## src/rtl/seg7_scan_decoder_if.sv

```systemverilog
// Display-bus interface for seg7_scan_decoder.
// The master side drives the multiplexed display lines (digit selects and
// segments); the slave side (the decoder) returns the reconstructed digits.
// Optional macro SEG7_SCAN_DP_EN adds the per-digit decimal-point result dp_out.
interface seg7_scan_decoder_if #(
    parameter int DIGITS = 4
);
    logic [DIGITS-1:0]   sel_n;        // digit selects, active low
    logic [7:0]          seg;          // bit7 = dp, bits6..0 = g..a, active low
    logic [4*DIGITS-1:0] bcd_out;      // digit i at [4i+3:4i]
    logic [DIGITS-1:0]   err;          // last capture of digit i was not 0..9
    logic                frame_valid;  // one-cycle publish strobe
`ifdef SEG7_SCAN_DP_EN
    logic [DIGITS-1:0]   dp_out;       // decimal point lit for digit i

    modport master (output sel_n, seg, input bcd_out, err, frame_valid, dp_out);
    modport slave  (input sel_n, seg, output bcd_out, err, frame_valid, dp_out);
`else
    modport master (output sel_n, seg, input bcd_out, err, frame_valid);
    modport slave  (input sel_n, seg, output bcd_out, err, frame_valid);
`endif
endinterface

```

## src/rtl/seg7_scan_decoder.sv

```systemverilog
// seg7_scan_decoder: observes a multiplexed common-anode (active-low) 7-segment
// bus and reconstructs the BCD value of every digit. A pattern is captured
// once per select period after it has been stable for SETTLE synchronised
// cycles; all digits are published together when every digit has been seen.
// Optional macro SEG7_SCAN_DP_EN: also capture and publish the decimal points.
module seg7_scan_decoder #(
    parameter int DIGITS = 4,   // 2..8
    parameter int SETTLE = 4    // 1..255
) (
    input  logic                 clk,
    input  logic                 rst_n,
    seg7_scan_decoder_if.slave   bus
);

    localparam logic [7:0] SETTLE_C  = 8'(SETTLE);
    localparam logic [7:0] SETTLE_M1 = 8'(SETTLE - 1);

    typedef enum logic [1:0] {
        ST_IDLE,
        ST_SETTLE,
        ST_CAPTURE,
        ST_HOLD
    } state_t;

    // Segment pattern (g..a, active low) to BCD; anything else is 4'hF.
    function automatic logic [3:0] f_decode(input logic [6:0] pat);
        case (pat)
            7'h40:   return 4'd0;
            7'h79:   return 4'd1;
            7'h24:   return 4'd2;
            7'h30:   return 4'd3;
            7'h19:   return 4'd4;
            7'h12:   return 4'd5;
            7'h02:   return 4'd6;
            7'h78:   return 4'd7;
            7'h00:   return 4'd8;
            7'h10:   return 4'd9;
            default: return 4'hF;
        endcase
    endfunction

    logic [DIGITS-1:0]   r_sel_m, r_sel_s, r_sel_p;
    logic [7:0]          r_seg_m, r_seg_s, r_seg_p;
    logic [7:0]          r_cnt;
    state_t              r_state, w_next;
    logic [DIGITS-1:0]   r_mask;
    logic [4*DIGITS-1:0] r_shadow_bcd;
    logic [DIGITS-1:0]   r_shadow_err;
    logic [4*DIGITS-1:0] r_bcd_out;
    logic [DIGITS-1:0]   r_err;
    logic                r_frame_valid;

    logic [DIGITS-1:0]   w_sel_low;
    logic                w_valid;
    logic                w_stable;
    logic                w_hold_ok;
    logic                w_capture;
    logic [DIGITS-1:0]   w_cap_bits;
    logic                w_full;
    logic [3:0]          w_dec;

    // Two-flop synchronisers, then one more stage to detect changes.
    // NOTE: sequential state always uses non-blocking (<=) so every flop samples
    // pre-edge values; blocking here would collapse the synchroniser chain.
    always_ff @(posedge clk or negedge rst_n) begin
        if (!rst_n) begin
            r_sel_m <= '1;
            r_sel_s <= '1;
            r_sel_p <= '1;
            r_seg_m <= '1;
            r_seg_s <= '1;
            r_seg_p <= '1;
        end else begin
            r_sel_m <= bus.sel_n;
            r_sel_s <= r_sel_m;
            r_sel_p <= r_sel_s;
            r_seg_m <= bus.seg;
            r_seg_s <= r_seg_m;
            r_seg_p <= r_seg_s;
        end
    end

    // Exactly one select low; any change on any segment line (dp included)
    // restarts the settle window.
    assign w_sel_low = ~r_sel_s;
    assign w_valid   = (w_sel_low != '0) && ((w_sel_low & (w_sel_low - DIGITS'(1))) == '0);
    assign w_stable  = (r_sel_s == r_sel_p) && (r_seg_s == r_seg_p);
    assign w_hold_ok = w_valid && w_stable;

    // Settle counter: counts stable valid cycles, saturates at SETTLE.
    always_ff @(posedge clk or negedge rst_n) begin
        if (!rst_n) begin
            r_cnt <= '0;
        end else if (w_hold_ok) begin
            if (r_cnt != SETTLE_C) r_cnt <= r_cnt + 8'd1;
        end else begin
            r_cnt <= '0;
        end
    end

    // FSM state register.
    always_ff @(posedge clk or negedge rst_n) begin
        if (!rst_n) r_state <= ST_IDLE;
        else        r_state <= w_next;
    end

    // FSM next state: CAPTURE is entered on the edge where cnt reaches SETTLE;
    // the >= also covers a counter that saturated before SETTLE was entered.
    // NOTE: every always_comb output gets a default first so no path can
    // leave it unassigned and infer a latch.
    always_comb begin
        w_next = r_state;
        case (r_state)
            ST_IDLE:    if (w_valid) w_next = ST_SETTLE;
            ST_SETTLE: begin
                if (!w_valid)                           w_next = ST_IDLE;
                else if (w_stable && r_cnt >= SETTLE_M1) w_next = ST_CAPTURE;
            end
            ST_CAPTURE: w_next = ST_HOLD;
            ST_HOLD:    if (!w_hold_ok) w_next = ST_IDLE;
            default:    w_next = ST_IDLE;
        endcase
    end

    // FSM outputs. During CAPTURE the p stage holds the values that were
    // qualified, even if the s stage has already moved on.
    always_comb begin
        w_capture  = (r_state == ST_CAPTURE);
        w_cap_bits = w_capture ? ~r_sel_p : '0;
    end

    assign w_dec  = f_decode(r_seg_p[6:0]);
    assign w_full = &r_mask;

    // Shadow slots and capture mask; a repeated digit just overwrites its slot.
    // NOTE: the shadow slots are reset like every other flop, so a reset
    // mid-frame can never leak stale digits into the next published frame.
    always_ff @(posedge clk or negedge rst_n) begin
        if (!rst_n) begin
            r_shadow_bcd <= '0;
            r_shadow_err <= '0;
            r_mask       <= '0;
        end else begin
            for (int i = 0; i < DIGITS; i++) begin
                if (w_cap_bits[i]) begin
                    r_shadow_bcd[4*i +: 4] <= w_dec;
                    r_shadow_err[i]        <= (w_dec == 4'hF);
                end
            end
            r_mask <= w_full ? w_cap_bits : (r_mask | w_cap_bits);
        end
    end

    // Publish the whole frame in one cycle when the mask is full.
    always_ff @(posedge clk or negedge rst_n) begin
        if (!rst_n) begin
            r_bcd_out     <= '0;
            r_err         <= '0;
            r_frame_valid <= 1'b0;
        end else begin
            r_frame_valid <= w_full;
            if (w_full) begin
                r_bcd_out <= r_shadow_bcd;
                r_err     <= r_shadow_err;
            end
        end
    end

    assign bus.bcd_out     = r_bcd_out;
    assign bus.err         = r_err;
    assign bus.frame_valid = r_frame_valid;

`ifdef SEG7_SCAN_DP_EN
    logic [DIGITS-1:0] r_shadow_dp;
    logic [DIGITS-1:0] r_dp_out;

    // Decimal points ride along with the digits: captured and published together.
    always_ff @(posedge clk or negedge rst_n) begin
        if (!rst_n) begin
            r_shadow_dp <= '0;
            r_dp_out    <= '0;
        end else begin
            for (int i = 0; i < DIGITS; i++) begin
                if (w_cap_bits[i]) r_shadow_dp[i] <= ~r_seg_p[7];
            end
            if (w_full) r_dp_out <= r_shadow_dp;
        end
    end

    assign bus.dp_out = r_dp_out;
`endif

endmodule

```

## src/flat_wrapper.sv

```systemverilog
// flat-port wrapper written by rule: the top's interface ports become plain ports
module seg7_scan_decoder_flat 
#(
    parameter int DIGITS = 4,          
    parameter int SETTLE = 4             
)
  (clk, rst_n, bus_sel_n, bus_seg, bus_bcd_out, bus_err, bus_frame_valid);
  seg7_scan_decoder_if #(.DIGITS(DIGITS)) bus_i ();
  input  logic clk;
  input  logic rst_n;
  input wire logic [$bits(bus_i.sel_n)-1:0] bus_sel_n;
  input wire logic [$bits(bus_i.seg)-1:0] bus_seg;
  output wire logic [$bits(bus_i.bcd_out)-1:0] bus_bcd_out;
  output wire logic [$bits(bus_i.err)-1:0] bus_err;
  output wire logic [$bits(bus_i.frame_valid)-1:0] bus_frame_valid;
  assign bus_i.sel_n = bus_sel_n;
  assign bus_i.seg = bus_seg;
  assign bus_bcd_out = bus_i.bcd_out;
  assign bus_err = bus_i.err;
  assign bus_frame_valid = bus_i.frame_valid;
  seg7_scan_decoder #(.DIGITS(DIGITS), .SETTLE(SETTLE)) u_core (.clk(clk), .rst_n(rst_n), .bus(bus_i));
endmodule
```

## config.mk

```make
export PLATFORM = sky130hd
export DESIGN_NAME = seg7_scan_decoder_flat
export DESIGN_NICKNAME = d
export VERILOG_FILES = /design/src/rtl/seg7_scan_decoder_if.sv /design/src/rtl/seg7_scan_decoder.sv /design/src/flat_wrapper.sv
export SDC_FILE = /design/constraint.sdc
export NUM_CORES = 1
export LEC_CHECK = 0
export CELL_PAD_IN_SITES_DETAIL_PLACEMENT = 0
export CELL_PAD_IN_SITES_GLOBAL_PLACEMENT = 1
export CORE_MARGIN = 1.5
export CORE_UTILIZATION = 24
export CTS_BUF_LIST = sky130_fd_sc_hd__clkbuf_4 sky130_fd_sc_hd__clkbuf_8 sky130_fd_sc_hd__clkbuf_16
export CTS_CLUSTER_DIAMETER = 80
export CTS_CLUSTER_SIZE = 24
export DETAILED_ROUTE_END_ITERATION = 10
export GPL_TIMING_DRIVEN = 0
export PLACE_DENSITY_LB_ADDON = 0.1
export SYNTH_ARGS = -nofsm -noshare
export SYNTH_HDL_FRONTEND = slang
export SYNTH_SLANG_ARGS = --single-unit
```

## constraint.sdc

```tcl
create_clock -name clk -period 3.64 [get_ports clk]
set_input_delay 0.91 -clock clk [delete_from_list [all_inputs] [get_ports clk]]
set_output_delay 0.91 -clock clk [all_outputs]
set_load 0.05 [all_outputs]
```

; ---- Word-level counts from Yosys, hierarchy flattened
; Cells that the tools add are included.
[word_totals]
register_bits = 91
input_bits = 14
wordCells = 67
[op_classes]
addsub = 2
order_cmp = 1
n_eq_ne = 20
muxes = 10
bitwise = 4
reduce_logical = 10
[op_table]
columns = operator, count
row1 = $pmux W4 S10, 1
row2 = $eq A7 B5 Y1 const B, 3
row3 = $eq A7 B7 Y1 const B, 3
row4 = $mux W8, 2
row5 = $eq A7 B6 Y1 const B, 2
row6 = $add A8 B1 Y8 const B, 1
row7 = $eq A8 B8 Y1, 1
row8 = $ge A8 B2 Y1 const B, 1
row9 = $mux W2, 4
row10 = $mux W4, 2
row11 = $ne A8 B3 Y1 const B, 1
row12 = $not A4 Y4, 2
row13 = $pmux W2 S4, 1
row14 = $eq A7 B2 Y1 const B, 1
row15 = $logic_not A7 Y1, 1
row16 = $and A4 B4 Y4, 1
row17 = $eq A2 B2 Y1 const B, 2
row18 = $eq A4 B4 Y1, 1
row19 = $eq A4 B4 Y1 const B, 1
row20 = $logic_and A1 B1 Y1, 4
row21 = $logic_not A4 Y1, 1
row22 = $ne A2 B2 Y1 const B, 2
row23 = $or A4 B4 Y4, 1
row24 = $reduce_and A4 Y1, 1
row25 = other kinds (7), 7

; ---- Longest topological paths before layout
; Gate-level depths: netlist (run 1).
[depth]
ltp_word = 8
mapped_depth = 7
ltp_nobuf = 6

; ---- Least setup slack after synthesis (run 1)
; OpenSTA, ideal clock, no wires.
[synth_path]
kind = register to register
start = reg u_core.r_seg_p[1]
end = reg u_core.r_shadow_bcd[11]
setup_time_ps = 135
t_arrival_ps = 1759
t_required_ps = 3505
setup_slack_ps = 1746
path_stages_with_launch = 7
period_less_slack_ps = 1894
path_cell_list = dfstp_2 -> or3b_1 -> a2111oi_4 -> a211o_2 -> or2_1 -> buf_6 -> a31oi_1
[synth_via]
elab_chain_cells = 2
word_cells_on_any_way = 11
cone_classes = 9 x eq/ne / 1 x mux / 1 x reduce/logical
[synth_rtl]
columns = element, line_no
row1 = "start, declared", seg7_scan_decoder.sv:43  ; logic [7:0] r_seg_m, r_seg_s, r_seg_p;
row2 = "start signal, assigned", seg7_scan_decoder.sv:79  ; r_seg_p <= r_seg_s;
row3 = "$eq A7 B5 Y1, or another cell as far along", seg7_scan_decoder.sv:27  ; case (pat)
row4 = $pmux W4 S10 (*), seg7_scan_decoder.sv:27
row5 = "end signal, assigned by index", seg7_scan_decoder.sv:146  ; r_shadow_bcd[4*i +: 4] <= w_dec;
row6 = "end, declared", seg7_scan_decoder.sv:47  ; logic [4*DIGITS-1:0] r_shadow_bcd;
; Every way passes the cells marked *; elsewhere a longest branch is shown, timed or not.
; A chain may end at the register's enable or synchronous reset.

; ---- Worst setup path after layout (run 1)
[layout_path]
start = reg u_core.r_err[2] (netlist: u_core.bus.err[2])
end = out bus_err[2]
[layout_rtl]
columns = element, line_no
row1 = "start, declared", seg7_scan_decoder.sv:50  ; logic [DIGITS-1:0] r_err;
row2 = "start signal, assigned", seg7_scan_decoder.sv:164  ; r_err <= r_shadow_err;
row3 = "end, declared", flat_wrapper.sv:14  ; output wire logic [$bits(bus_i.err)-1:0] bus_err;
; No word-level cell between the ends.

==> impl_metrics.py, run 1 <==
metrics = {
    "finish": {
        "diodes": 0,
        "nNetsFinal": 366,
        "syn_to_final_growth_pct": 25.2,
        "final_util": 0.310,
        "drive_above_1_share": 0.166,
        "stdcell_area_sq_um": 4320,
        "fin_cells": 535,
        "nFillCells": 1419,
    },
    "setup_path": {
        "cp-start-kind": "register",
        "crit_path_end_kind": "primary output",
        "cp_num_buf_inv": 1,
        "critPathCapture": "bus_err[2]",
        "cp_top_family": "buffers and inverters",
        "cp.arrival_ns": 1.49,
        "regToRegSetupSlack_ns": 1.36,
        "cp.depth": 1,
        "crit_start": "u_core.bus.err[2]",
        "crit_required_ns": 2.73,
        "critical_path_class": "reg -> out",
        "cp_slowest_cell": "clkdlybuf4s50_1",
        "path_cells": "clkdlybuf4s50_1",
        "max_stage_delay_ns": 0.80,
        "ff2ff_path_depth": 5,
        "regToRegStartpoint": "u_core.r_seg_p[5]",
        "path_max_fanout": 2,
        "reg2reg_to": "u_core.r_cnt[2]",
    },
    "power": {
        "peakVddDrop_mv": 0.203,
        "power_density_nw_per_um2": 465,
        "leakage_nw": 1.90,
    },
    "grt": {
        "antenna_found_initial": 0,
        "grt-ovfl-total": 0,
        "grt_pass1_wl_mm": 11.6,
        "grt_max_degree": 47,
        "grt_pass1_vias": 2297,
        "grt_usage": 0.103,
    },
    "sta": {
        "skew_ns": 0.00689,
        "max_freq_mhz": 416,
        "rsz0062_at_grt": "false",
        "finalSetupViolCount": 0,
        "slew_viol_final": 0,
        "relSlewSlack": 0.606,
        "fin_crit_sh": 0.660,
        "worstMarginPinSlew_ns": 0.591,
        "hold_viol_final": 0,
        "fin_setup_tns_ns": 0,
        "period_minus_slack_ns": 2.40,
    },
    "synth": {
        "yosysTopAreaCellShare": 0.399,
        "syn-num-nets": 320,
        "synth-edff-count": 0,
        "syn_avg_cell_area_sq_um": 11.4,
        "yosysWarnings": 0,
        "async_reset_ff_frac": 1.00,
        "synth.most_common_cell": "nand2_1",
        "ys.flop_type": "dfrtp_1",
        "yosys-top-cells-area": "dfrtp_1 (40%), dfstp_2 (27%), nand2_1 (9.2%)",
        "synth_area_leader_cell": "dfrtp_1",
        "ys_types": 38,
        "netlist_area_sq_um": 3450,
        "synthTopCellsByCount": "nand2_1 (85), dfrtp_1 (55), dfstp_2 (36)",
        "synth.ff_latch_count": 91,
        "postSynthCellCount": 304,
        "seq_area_frac_synth": 0.673,
    },
    "hold_path": {
        "hp-class": "reg -> reg",
        "min-delay-start": "u_core.r_seg_m[5]",
    },
    "clocking": {
        "ctsHoldBuffers": 0,
        "cts_buffers": 9,
        "cts.sinks": 91,
        "postCtsSetupRepairBufs": 0,
        "h-tree-depth": 3,
        "clockRootBuffer": "clkbuf_16",
        "path_clk_slew_ns": 0.06,
        "cts_tree": "yes",
        "clk_path_buf_depth": 2,
        "clkLatencyLatePin_ns": 0.34,
        "cts_resized": 0,
    },
    "place": {
        "dpl.hpwl_mm": 4.53,
        "place_inst": 519,
        "portBuffers": 34,
        "placed_area_sq_um": 4040,
        "gp_routability_congestion": 0.770,
    },
    "route": {
        "via_per_inst": 4.05,
        "ant_nets": 0,
        "drt_wl_total_mm": 6.60,
        "wire_per_inst_um": 12.3,
        "drt_iter0_drc": 99,
        "routed-via-count": 2168,
        "drcViolationCount": 0,
        "firstDrtPassIters": 4,
    },
    "die": {
        "die_w_um": 123,
        "fp.dieH_um": 123,
        "start_util": 0.248,
        "pin_count": 35,
        "dieArea_sq_um": 15100,
        "core_region_area_sq_um": 13900,
        "row_count": 43,
    },
    "outcome": {
        "outcome": "completed",
    },
    "flow_run": {
        "maxCapViolCount": 0,
    },
}
==> area by class of cell <==
type | count | area, sq um | share of cell area
Multi-Input combinational cell | 202 | 1080 | 0.250
Clock buffer | 14 | 269 | 0.0622
Sequential cell | 91 | 2320 | 0.537
Clock inverter | 2 | 11.3 | 0.00261
Tap cell | 180 | 225 | 0.0521
Buffer | 7 | 35.0 | 0.00811
Inverter | 4 | 15.0 | 0.00347
Timing Repair Buffer | 35 | 365 | 0.0845
==> layer usage <==
metal  up-vias  share of wire  GRT usage
li1       1090              -          -
met4         0          0.028     0.0610
met1      1026           0.48      0.135
met3        14          0.037     0.0281
met2        38           0.45      0.153
met5         -              0          0
==> sequential cells by signal, indices dropped and copies added (netlist names), 8 cells and up, named ones only <==
| signal | cells |
|---|---|
| u_core.r_seg_s | 8 |
| u_core.r_seg_p | 8 |
| u_core.bus.bcd_out | 16 |
| u_core.r_shadow_bcd | 16 |
| u_core.r_cnt | 8 |
| u_core.r_seg_m | 8 |
==> stage by stage <==
step	hold slack [ns]	setup slack, ns	total power, mW
2_1_floorplan	0.345	1.75	1.11
3_3_place_gp	0.346	-1.84	1.16
3_5_place_dp	0.347	1.33	1.16
4_1_cts	0.356	1.21	2.06
5_1_grt	0.356	0.996	2.11
6_report	0.355	1.24	2.01
==> cells by family (layout without fill, tap and decap cells) <==
group                      Yosys count  in the layout  synth area share
AOI/OAI and AO/OA                   34             34            0.0656
xor gates and xnor gates            21             21            0.0533
adders and majority gates            2              2           0.00725
buffers and inverters               11             62            0.0145
DFF                                 91             91             0.673
and+or+nand+nor                    145            145             0.186
==> report_power, final <==
part	internal [mW]	leakage, nW	switching, mW	total [mW]
clock network	0.510	0.138	0.361	0.871
registers	1.05	1.15	0.0190	1.07
logic	0.0331	0.620	0.0384	0.0715
total	1.59	1.90	0.419	2.01
==> cells in the final DEF, fill, tap and decap left out, types with 2 or more instances in the layout <==
cell             count
nand4_1              6
xor2_1               9
inv_1                4
o21ai_1             11
nand3_1              6
clkdlybuf4s50_1     33
dfstp_2             36
a21oi_1             11
nor3_1               3
nand2b_1             5
clkbuf_16            9
dfrtp_1             55
ha_1                 2
nand4b_1             4
clkbuf_4             4
xnor2_1             12
nand2_1             85
a31oi_1              4
clkbuf_1             5
nor2_1              24
or3b_1               2
==> worst min path at each step <==
stage,endpoint,slack [ns],cells past startpoint
3_5_place_dp,u_core.r_seg_s[1],0.35,0
3_3_place_gp,u_core.r_seg_s[5],0.35,0
6_report,u_core.r_seg_s[5],0.35,0
5_1_grt,u_core.r_seg_s[3],0.36,0
2_1_floorplan,u_core.r_seg_s[0],0.35,0
4_1_cts,u_core.r_seg_s[3],0.36,0
Note: power is estimated with default switching activity, not from simulation.
==> run 2: changes to the inputs <==
Clock period 3.64 ns to 2.5 ns, I/O delays scaled along.
==> run 2 against run 1 <==
Compared with the run above: final cell count did not move; global-route usage did not move; critical path depth did not move; critical endpoint unchanged; highest routed layer unchanged.
==> impl_metrics.py, run 2 (synthesized netlist as in run 1, its figures left out) <==
metrics = {
    "clocking": {
        "cts.sinks": 91,
        "clk_path_buf_depth": 2,
        "h-tree-depth": 3,
        "cts_buffers": 9,
        "path_clk_slew_ns": 0.06,
        "clkLatencyLatePin_ns": 0.34,
        "ctsHoldBuffers": 0,
        "cts_tree": "yes",
        "clockRootBuffer": "clkbuf_16",
    },
    "place": {
        "place_ws_ns": 0.187,
        "gp_routability_congestion": 0.770,
        "placed_area_sq_um": 4040,
        "dpl.hpwl_mm": 4.53,
        "place_inst": 519,
        "portBuffers": 34,
    },
    "outcome": {
        "outcome": "completed",
    },
    "die": {
        "pin_count": 35,
        "core_region_area_sq_um": 13900,
        "die_w_um": 123,
        "fp.dieH_um": 123,
        "start_util": 0.248,
        "dieArea_sq_um": 15100,
        "row_count": 43,
    },
    "route": {
        "drt_wl_total_mm": 6.59,
        "ant_nets": 0,
        "firstDrtPassIters": 4,
        "routed-via-count": 2167,
        "drcViolationCount": 0,
        "via_per_inst": 4.05,
        "wire_per_inst_um": 12.3,
        "drt_iter0_drc": 99,
    },
    "sta": {
        "period_minus_slack_ns": 2.12,
        "finalSetupViolCount": 0,
        "fin_setup_tns_ns": 0,
        "skew_ns": 0.00689,
        "relSlewSlack": 0.606,
        "rsz0062_at_grt": "false",
        "setup_ws_ns": 0.384,
        "slew_viol_final": 0,
        "worstMarginPinSlew_ns": 0.591,
        "fin_crit_sh": 0.846,
        "max_freq_mhz": 473,
        "hold_viol_final": 0,
    },
    "setup_path": {
        "cp.arrival_ns": 1.49,
        "critical_path_class": "reg -> out",
        "crit_required_ns": 1.88,
        "crit_path_end_kind": "primary output",
        "max_stage_delay_ns": 0.80,
        "cp_num_buf_inv": 1,
        "cp_slowest_cell": "clkdlybuf4s50_1",
        "path_cells": "clkdlybuf4s50_1",
        "cp_top_family": "buffers and inverters",
        "path_max_fanout": 2,
        "cp-start-kind": "register",
    },
    "finish": {
        "drive_above_1_share": 0.172,
        "mostFrequentLayoutCell": "nand2_1",
        "final_util": 0.311,
        "stdcell_area_sq_um": 4330,
        "syn_to_final_growth_pct": 25.6,
        "diodes": 0,
        "fin_cells": 535,
        "nNetsFinal": 366,
        "final_cell_mix": "nand2_1 (85), dfrtp_1 (55), dfstp_2 (36), clkdlybuf4s50_1 (33), nor2_1 (24)",
    },
    "power": {
        "peakVddDrop_mv": 0.295,
        "leakage_nw": 1.90,
        "power_density_nw_per_um2": 677,
    },
    "grt": {
        "grt-ovfl-total": 0,
        "grt_pass1_vias": 2297,
        "grt_usage": 0.103,
        "grt_pass1_wl_mm": 11.6,
        "antenna_found_initial": 0,
        "grt_max_degree": 47,
    },
    "hold_path": {
        "hp-class": "in -> async",
    },
    "flow_run": {
        "maxCapViolCount": 0,
    },
}
-- run 2: changes by cell type in the layout (fill, tap and decap cells not counted) --
cell / delta
nand3_2: +1
nand3_1: -1
nor4_2: +1
nor4_1: -1
-- run 2: final timing paths --
path	from	end	slack, ns	cells after the start
min reg2reg	u_core.r_seg_m[5]	u_core.r_seg_s[5]	0.35	0
max reg2reg	u_core.r_seg_p[1]	u_core.r_shadow_bcd[11]	0.42	6
min	rst_n	u_core.bus.err[1]	0.28	1
min in group clk	u_core.r_seg_m[5]	u_core.r_seg_s[5]	0.35	0
max in group asynchronous	rst_n	u_core.r_sel_p[2]	1.52	2
max	u_core.bus.err[2]	bus_err[2]	0.38	1
-- run 2: layer usage --
metal	up-vias	track usage	share of wire
li1	1090	-	-
met1	1022	0.135	0.48
met2	41	0.153	0.45
met3	14	0.0281	0.040
met4	0	0.0610	0.028
met5	-	0	0
-- run 2: cell type report --
class,instances,area (sq um)
Fill cell,1417,9600
Sequential cell,91,2320
Multi-Input combinational cell,202,1090
Timing Repair Buffer,35,365
Clock buffer,14,269
Tap cell,180,225
Buffer,7,35.0
Inverter,4,15.0
Clock inverter,2,11.3
-- run 2: what timing repair did --
item,in CTS,in global routing
resized for setup,0,2
buffers inserted,0,0
setup endpoints to repair,0,9
-- run 2: through the flow --
stage	hold slack, ns	total power [mW]
global placement	0.346	1.68
global route	0.326	3.08
floorplan	0.329	1.62
detailed placement	0.347	1.69
finish	0.278	2.93
CTS	0.298	3.00
-- run 2: power by group --
group	switching, mW	internal [mW]
clock	0.527	0.742
sequential	0.0276	1.53
combinational	0.0572	0.0486
